<file path="src/rtl/nibble_pkg.sv">
// Shared types and constants for the byte-to-nibble FIFO feeder.
package nibble_pkg;

    localparam int BYTE_W        = 8;
    localparam int NIB_W         = 4;
    localparam int DEFAULT_DEPTH = 4;

    typedef enum logic [1:0] {
        S_IDLE = 2'd0,
        S_HI   = 2'd1,
        S_LO   = 2'd2
    } nib_state_t;

endpackage

</file>
<file path="src/rtl/byte_a_nibble_fifo_if.sv">
// Byte-in / nibble-out handshake bundle; master drives bytes, slave is the FIFO.
interface byte_a_nibble_fifo_if;
    import nibble_pkg::*;

    logic              valid_in;
    logic [BYTE_W-1:0] data_in;
    logic              ready_out;
    logic              valid_out;
    logic [NIB_W-1:0]  data_out;
    logic              fifo_full;
    logic              fifo_empty;
    logic              overflow;

    modport master (
        output valid_in, data_in,
        input  ready_out, valid_out, data_out, fifo_full, fifo_empty, overflow
    );

    modport slave (
        input  valid_in, data_in,
        output ready_out, valid_out, data_out, fifo_full, fifo_empty, overflow
    );

endinterface

</file>
<file path="src/rtl/fifo_sinc_bytes.sv">
// Synchronous byte FIFO: storage, wrapping pointers and an occupancy count.
module fifo_sinc_bytes
    import nibble_pkg::*;
#(
    parameter int DEPTH = DEFAULT_DEPTH,
    parameter int AW    = $clog2(DEPTH)
) (
    input  logic              clk_4f,
    input  logic              reset,
    input  logic              push,
    input  logic              pop,
    input  logic [BYTE_W-1:0] wr_data,
    output logic [BYTE_W-1:0] rd_data,
    output logic              full,
    output logic              empty
);

    localparam logic [AW:0] FULL_COUNT = (AW+1)'(DEPTH);

    logic [BYTE_W-1:0] mem [DEPTH];
    logic [AW-1:0]     wr_ptr_reg;
    logic [AW-1:0]     rd_ptr_reg;
    logic [AW:0]       count_reg;
    logic [AW:0]       count_next;
    logic              push_ok;
    logic              pop_ok;

    assign full    = (count_reg == FULL_COUNT);
    assign empty   = (count_reg == '0);
    assign push_ok = push && !full;
    assign pop_ok  = pop && !empty;
    assign rd_data = mem[rd_ptr_reg];

    always_ff @(posedge clk_4f) begin
        if (push_ok) begin
            mem[wr_ptr_reg] <= wr_data;
        end
    end

    always_comb begin
        count_next = count_reg;
        unique case ({push_ok, pop_ok})
            2'b10:   count_next = count_reg + 1'b1;
            2'b01:   count_next = count_reg - 1'b1;
            default: count_next = count_reg;
        endcase
    end

    // DEPTH is a power of two, so pointer overflow is the modulo wrap.
    always_ff @(posedge clk_4f or posedge reset) begin
        if (reset) begin
            wr_ptr_reg <= '0;
            rd_ptr_reg <= '0;
            count_reg  <= '0;
        end else begin
            if (push_ok) begin
                wr_ptr_reg <= wr_ptr_reg + 1'b1;
            end
            if (pop_ok) begin
                rd_ptr_reg <= rd_ptr_reg + 1'b1;
            end
            count_reg <= count_next;
        end
    end

endmodule

</file>
<file path="src/rtl/byte_a_nibble_fifo.sv">
// Buffers bytes and emits them as two back-to-back nibbles; MSN first by default,
// LSN first when NIBBLE_LSN_FIRST_EN is defined.
module byte_a_nibble_fifo
    import nibble_pkg::*;
#(
    parameter int DEPTH = DEFAULT_DEPTH,
    parameter int AW    = $clog2(DEPTH)
) (
    input  logic                  clk_4f,
    input  logic                  reset,
    byte_a_nibble_fifo_if.slave   bus
);

`ifdef NIBBLE_LSN_FIRST_EN
    localparam int FIRST_IDX = 0;
`else
    localparam int FIRST_IDX = 1;
`endif
    localparam int SECOND_IDX = 1 - FIRST_IDX;

    nib_state_t        state_reg;
    nib_state_t        state_next;
    logic [BYTE_W-1:0] hold_reg;
    logic [BYTE_W-1:0] hold_next;
    logic [BYTE_W-1:0] head_byte;
    logic [NIB_W-1:0]  hold_nib [2];
    logic [NIB_W-1:0]  data_out_next;
    logic [NIB_W-1:0]  data_out_reg;
    logic              valid_out_reg;
    logic              overflow_reg;
    logic              full;
    logic              empty;
    logic              push;
    logic              pop;
    logic              drop;

    assign push = bus.valid_in && !full;
    assign drop = bus.valid_in && full;

    fifo_sinc_bytes #(
        .DEPTH (DEPTH),
        .AW    (AW)
    ) u_fifo (
        .clk_4f  (clk_4f),
        .reset   (reset),
        .push    (push),
        .pop     (pop),
        .wr_data (bus.data_in),
        .rd_data (head_byte),
        .full    (full),
        .empty   (empty)
    );

    always_comb begin
        state_next = state_reg;
        pop        = 1'b0;
        hold_next  = hold_reg;
        unique case (state_reg)
            S_IDLE: begin
                if (!empty) begin
                    pop        = 1'b1;
                    state_next = S_HI;
                end
            end
            S_HI: state_next = S_LO;
            S_LO: begin
                if (!empty) begin
                    pop        = 1'b1;
                    state_next = S_HI;
                end else begin
                    state_next = S_IDLE;
                end
            end
            default: state_next = S_IDLE;
        endcase
        if (pop) begin
            hold_next = head_byte;
        end
    end

    for (genvar gi = 0; gi < 2; gi++) begin : g_nib
        assign hold_nib[gi] = hold_next[gi*NIB_W +: NIB_W];
    end

    // Outputs are registered from the next state so valid_out tracks state != S_IDLE.
    always_comb begin
        data_out_next = '0;
        unique case (state_next)
            S_HI:    data_out_next = hold_nib[FIRST_IDX];
            S_LO:    data_out_next = hold_nib[SECOND_IDX];
            default: data_out_next = '0;
        endcase
    end

    always_ff @(posedge clk_4f or posedge reset) begin
        if (reset) begin
            state_reg     <= S_IDLE;
            hold_reg      <= '0;
            valid_out_reg <= 1'b0;
            data_out_reg  <= '0;
            overflow_reg  <= 1'b0;
        end else begin
            state_reg     <= state_next;
            hold_reg      <= hold_next;
            valid_out_reg <= (state_next != S_IDLE);
            data_out_reg  <= data_out_next;
            if (drop) begin
                overflow_reg <= 1'b1;
            end
        end
    end

    assign bus.ready_out  = !full;
    assign bus.valid_out  = valid_out_reg;
    assign bus.data_out   = data_out_reg;
    assign bus.fifo_full  = full;
    assign bus.fifo_empty = empty;
    assign bus.overflow   = overflow_reg;

endmodule

</file>
<file path="src/flat_wrapper.sv">
// flat-port wrapper written by rule: the top's interface ports become plain ports
module byte_a_nibble_fifo_flat import nibble_pkg::*;
#(
    parameter int DEPTH = DEFAULT_DEPTH,
    parameter int AW    = $clog2(DEPTH)
)
  (clk_4f, reset, bus_valid_in, bus_data_in, bus_ready_out, bus_valid_out, bus_data_out, bus_fifo_full, bus_fifo_empty, bus_overflow);
  byte_a_nibble_fifo_if bus_i ();
  input  logic clk_4f;
  input  logic reset;
  input wire logic [$bits(bus_i.valid_in)-1:0] bus_valid_in;
  input wire logic [$bits(bus_i.data_in)-1:0] bus_data_in;
  output wire logic [$bits(bus_i.ready_out)-1:0] bus_ready_out;
  output wire logic [$bits(bus_i.valid_out)-1:0] bus_valid_out;
  output wire logic [$bits(bus_i.data_out)-1:0] bus_data_out;
  output wire logic [$bits(bus_i.fifo_full)-1:0] bus_fifo_full;
  output wire logic [$bits(bus_i.fifo_empty)-1:0] bus_fifo_empty;
  output wire logic [$bits(bus_i.overflow)-1:0] bus_overflow;
  assign bus_i.valid_in = bus_valid_in;
  assign bus_i.data_in = bus_data_in;
  assign bus_ready_out = bus_i.ready_out;
  assign bus_valid_out = bus_i.valid_out;
  assign bus_data_out = bus_i.data_out;
  assign bus_fifo_full = bus_i.fifo_full;
  assign bus_fifo_empty = bus_i.fifo_empty;
  assign bus_overflow = bus_i.overflow;
  byte_a_nibble_fifo #(.DEPTH(DEPTH), .AW(AW)) u_core (.clk_4f(clk_4f), .reset(reset), .bus(bus_i));
endmodule
</file>
<file path="config.mk">
export PLATFORM = sky130hd
export DESIGN_NAME = byte_a_nibble_fifo_flat
export DESIGN_NICKNAME = d
export VERILOG_FILES = /design/src/rtl/nibble_pkg.sv /design/src/rtl/byte_a_nibble_fifo_if.sv /design/src/rtl/fifo_sinc_bytes.sv /design/src/rtl/byte_a_nibble_fifo.sv /design/src/flat_wrapper.sv
export SDC_FILE = /design/constraint.sdc
export NUM_CORES = 1
export LEC_CHECK = 0
export ABC_AREA = 1
export CAP_MARGIN = 20
export CORE_AREA = 2 2 64 78
export CTS_CLUSTER_DIAMETER = 30
export CTS_CLUSTER_SIZE = 20
export DETAILED_ROUTE_END_ITERATION = 10
export DIE_AREA = 0 0 66 80
export HOLD_SLACK_MARGIN = 0.15
export PLACE_DENSITY = 0.69
export SYNTH_ARGS = -nofsm -noshare
export SYNTH_HDL_FRONTEND = slang
export SYNTH_SLANG_ARGS = --single-unit
</file>
<file path="constraint.sdc">
create_clock -name clk_4f -period 1.6 [get_ports clk_4f]
set_input_delay 0.32 -clock clk_4f [delete_from_list [all_inputs] [get_ports clk_4f]]
set_output_delay 0.32 -clock clk_4f [all_outputs]
set_load 0.03 [all_outputs]
</file>
---- After elaboration in Yosys (flattened, before gate mapping) ----
Memories as Yosys holds them, arrays and structs flattened.
Cells that the tools add are included.
operators by class
  add/sub/neg operators ................... 4
  multiplexer cells ....................... 10
  eq/ne operators ......................... 7
  reductions and logical operators ........ 11
operators with widths
  kind                                                                   number
  8-bit two-way mux                                                      1
  4-bit one-hot mux with 2 select lines                                  1
  2-bit by 1-bit equality test with 1-bit output, second input constant  3
  2-bit equality test, second input constant                             3
  2-bit one-hot mux with 3 select lines                                  1
  3-bit one-hot mux with 2 select lines                                  1
  1-bit two-way mux                                                      5
  2-bit by 1-bit adder with 2-bit output, second input constant          2
  1-bit logical AND                                                      4
  2-bit nonzero test                                                     2
  3-bit by 1-bit adder with 3-bit output, second input constant          1
  3-bit equality test, second input constant                             1
  3-bit logical NOT                                                      1
  3-bit by 1-bit subtractor with 3-bit output, second input constant     1
  1-bit logical NOT                                                      2
  2-bit logical NOT                                                      1
  2-bit two-way mux                                                      1
  2-bit OR reduction                                                     1
word-level totals
  memory bits (writable) .................. 32
  input port bits ......................... 11
  output and inout bits ................... 9
  word-level logic and storage cells ...... 41
  bits in registers ....................... 23
  memories ................................ 1
memory list
  memory             words  width  read ports  clocked after Yosys merged registers in  wr ports  RTL line               source
  u_core.u_fifo.mem  4      8      1           0                                        1         fifo_sinc_bytes.sv:20  logic [BYTE_W-1:0] mem [DEPTH];

---- Depth between registers and ports, before layout ----
  depth after elaboration ................. 6
  depth in mapped cells ................... 10

---- Hierarchy ----
A second synthesis with hierarchy kept.
unflattened totals
  cell total of the unflattened synthesis .. 211
  area total of the unflattened synthesis .. 2263.4 sq um
modules (own cells, without submodules)
  module              area an instance (sq um)  cells an instance  seq. area each (sq um)  instances
  fifo_sinc_bytes     1755.4                    155                1136.1                  1
  byte_a_nibble_fifo  508.0                     56                 300.3                   1

---- Least setup slack after synthesis ----
Ideal clock, no wire load.
  path kind ............................... reg-to-reg
  start point ............................. register u_core.u_fifo.count_reg[0]
  end point ............................... register u_core.u_fifo.count_reg[2]
  data required time ...................... 1.472 ns
  path slack .............................. -0.316 ns
  stages on the path, launching flop included .. 10
  arrival ................................. 1.788 ns
  clock period less this slack ............ 1.916 ns
  path buffers ............................ 0
  setup time .............................. 0.128 ns
  path through ............................ dfrtp_1 > nor2_4 > nand2_2 > nand2_4 > ha_1 > inv_1 > fa_1 > nand2_1 > nand3_1 > xor2_1
on the way
  longest elaborated chain between the ends .. 6
  elaborated cells on any way between the ends .. 15
  classes of those cells .................. add/sub (2); eq/ne (3); mux (3); reduce/logical (7)
ends and longest elaborated chain
  what                                                                                          RTL line                  source
  start, declared                                                                               fifo_sinc_bytes.sv:23     logic [AW:0] count_reg;
  start signal, assigned                                                                        fifo_sinc_bytes.sv:62     count_reg <= count_next;
  3-bit equality test *                                                                         fifo_sinc_bytes.sv:28     assign full = (count_reg == FULL_COUNT);
  1-bit logical NOT *                                                                           -
  net bus_ready_out                                                                             flat_wrapper.sv:13        output wire logic [$bits(bus_i.ready_out)-1:0] bus_ready_out;
  1-bit logical AND                                                                             byte_a_nibble_fifo.sv:37  assign push = bus.valid_in && !full;
  1-bit logical AND *                                                                           fifo_sinc_bytes.sv:30     assign push_ok = push && !full;
  2-bit by 1-bit equality test with 1-bit output / 2-bit equality test (equally long branches)  fifo_sinc_bytes.sv:42     unique case ({push_ok, pop_ok})
  3-bit one-hot mux with 2 select lines / 2-bit nonzero test (equally long branches)            -
Mark *: on every way through the listed nets, which the timed path passes. The rest lies on a longest branch.
A chain may end at the register's enable or synchronous reset.

---- Final worst setup path ----
  start point ............................. register u_core.u_fifo.count_reg[1]
  end point ............................... register u_core.u_fifo.count_reg[2]
on the way
  longest elaborated chain between the ends .. 6
  elaborated cells on any way between the ends .. 15
  classes of those cells .................. add/sub (2); eq/ne (3); mux (3); reduce/logical (7)
ends and longest elaborated chain
  what                                                                                          RTL line
  3-bit logical NOT / 3-bit equality test (equally long branches)                               fifo_sinc_bytes.sv:29, fifo_sinc_bytes.sv:28
  1-bit two-way mux / 1-bit logical NOT (equally long branches)                                 -
  1-bit two-way mux / 1-bit logical AND (equally long branches)                                 -
  1-bit logical AND, on equally long branches                                                   fifo_sinc_bytes.sv:31, fifo_sinc_bytes.sv:30
  2-bit by 1-bit equality test with 1-bit output / 2-bit equality test (equally long branches)  fifo_sinc_bytes.sv:42
  3-bit one-hot mux with 2 select lines / 2-bit nonzero test (equally long branches)            -
Parallel ways exist; a longest one is shown, timed or not.

==> impl_metrics.yaml <==
critical_path:
  end_kind: "flop"
  cp_cell_sequence: "nor2_4 -> nand2_4 -> nand2_4 -> ha_4 -> inv_2 -> fa_2 -> nand2_2 -> nand3_2 -> xor2_1"
  critPathSlowestCell: "dfrtp_1"
  cp_data_required_time_ps: 1800
  worstSetupStartpointType: "flop"
  criticalPathCategory: "reg -> reg"
  critPathArrivalTime_ps: 1890
  path_max_fanout: 3
  crit_top_cell: "nand2_4"
  slowest_delay_ps: 420
power:
  leakagePower_uw: 0.00121
  vdd_ir_drop_max_mv: 0.801
  power_density_nw_per_um2: 1950
sta:
  relSlewSlack_pct: 80.0
  maxSlewViolCount: 0
  rsz0062_at_grt: "true"
  min_period_ps: 1690
  setup_violations: 5
  hold_viol: 0
  worst_slew_pin_slew_ps: 299
  fmax_mhz: 591
  finClkSkew_ps: 13.3
  setup_ws_ps: -92.4
  finalCritPeriodShare_pct: 106
cells_and_area:
  multi_input_area_sq_um: 611
  final_cells: 293
  final_util_pct: 59.3
  layout.cells.most_common: "nand2_1"
  largest_register_ff_count: 32
  regArea_sq_um: 1440
  fin_area_sq_um: 2690
  fillers: 407
  drive_above_1_share_pct: 20.4
  antenna_cells: 0
  final_cell_mix: "nand2_1 (53), edfxtp_1 (32), nand3_1 (27)"
  finalNetCount: 251
  syn2layout_area_growth_pct: 24.3
floorplan:
  core_area_sq_um: 4530
  die_x_um: 66
  dieArea_sq_um: 5280
  ios: 20
  initial_utilization_pct: 47.7
  die_height_um: 80
  row_count: 27
detailed_routing:
  vias: 1385
  drtPass1Iterations: 4
  wl_mm: 3.57
  postRouteAntennaNets: 0
  drc: 0
  via_per_inst: 4.73
  drtIter0Drc: 47
  wl_per_cell_um: 12.2
cts:
  cts-hold-fix-buffers: 0
  cts.sinks: 51
  h-tree-depth: 2
  cts_tree: "built"
  cts_root_buffer: "clkbuf_8"
  worstSkewPairLatency_ps: 310
  clk_pin_slew_ps: 100
  cts_buffer_depth: 2
  cts_made_buffers: 5
synth:
  syn_area_per_cell_sq_um: 11.2
  yosysSeqAreaShare_pct: 66.5
  ys_ff_latch: 51
  synthDistinctLibCells: 21
  syn_nets: 210
  yosys_warnings: 0
  syn_inst: 193
  syn_area_sq_um: 2160
job:
  drv_cap: 0
placed_design:
  dpl_cell_area_sq_um: 2520
  io_buffers: 19
  place_ws_ps: -238
  placed_cells: 280
  dp_hpwl_mm: 2.40
  gp_congestion: 0.739
global_route:
  grt_max_degree: 18
  grt_pass1_wl_mm: 6.09
  grt_overflow_total: 0
  antenna_found_initial: 0
  grtUsageTotal_pct: 15.7
  first_global_vias: 1336
run_status:
  status: "complete, but fails checks"
  violations: "setup timing"
worst_hold_path:
  hp-class: "in -> async"
-- per-stage QoR --
stage / total power, uW / setup TNS [ps] / hold slack (ps)
2_1_floorplan: 3610 / -300 / 271
3_3_place_gp: 4290 / -2120 / 433
3_5_place_dp: 4360 / -2550 / 447
4_1_cts: 5220 / -377 / 240
5_1_grt: 5660 / -656 / 255
6_report: 5250 / -323 / 230
-- worst paths after layout --
path                            slack [ps]                    endpoint  cells past startpoint                        from
worst max-delay path                   -90  u_core.u_fifo.count_reg[2]                      9  u_core.u_fifo.count_reg[1]
worst min-delay path                   230  u_core.u_fifo.count_reg[0]                      2                       reset
worst max register to register         -90  u_core.u_fifo.count_reg[2]                      9  u_core.u_fifo.count_reg[1]
worst min register to register         460         u_core.state_reg[1]                      1         u_core.state_reg[1]
max in group asynchronous              900          u_core.hold_reg[1]                      3                       reset
min in group clk_4f                    460         u_core.state_reg[1]                      1         u_core.state_reg[1]
-- cells in the mapped netlist, drive strengths merged --
cell type	instances	area share [%]
dfrtp	19	22
o21ai	3	0.69
inv	27	4.7
nand2	58	11
xor2	3	1.2
xnor2	2	0.81
a31o	1	0.41
nor2	6	1.4
a21oi	2	0.98
fa	1	0.93
ha	5	2.9
buf	6	2.3
edfxtp	32	44
nand3	28	6.5
-- power breakdown --
group	leakage [uW]	internal (uW)	switching [uW]	total, uW
combinational	0.000633	1020	1410	2420
clock	0.0000563	403	419	822
sequential	0.000520	1830	177	2010
-- logic make-up after synthesis --
| family | Yosys count | share of synthesized area, % |
|---|---|---|
| simple gates | 92 | 18.6 |
| flops | 51 | 66.5 |
| buf+inv | 33 | 6.95 |
| compound gates | 6 | 2.08 |
| fa+ha+maj | 6 | 3.82 |
| xor+xnor | 5 | 2.03 |
-- cell type report --
class                      instances  area share, %
sequential                        51           53.5
multi-input combinational        109           22.7
timing repair buffer              40           13.3
inverter                          27           3.77
clock buffer                       6           3.49
tap                               58           2.70
clock inverter                     2          0.512
-- timing repair --
item / CTS / global route
buffers inserted: 4 / 1
pin swaps: 6 / 2
setup endpoints to repair: 11 / 5
resized for setup: 13 / 3
-- layer usage --
layer,up-vias,routed length [um],GRT usage (%)
li1,704,-,-
met1,655,1600,19.9
met5,-,0,0
met4,0,80,7.35
met2,20,1790,26.0
met3,6,102,2.96
-- worst max-delay path: cells and delay by family (launching register included) --
| kind | cells | cell delay [ps] |
|---|---|---|
| simple gates | 5 | 490 |
| fa+ha+maj | 2 | 470 |
| flops | 1 | 420 |
| xor+xnor | 1 | 160 |
| buf+inv | 1 | 40 |
No activity file was read; power rests on OpenSTA's default activity.
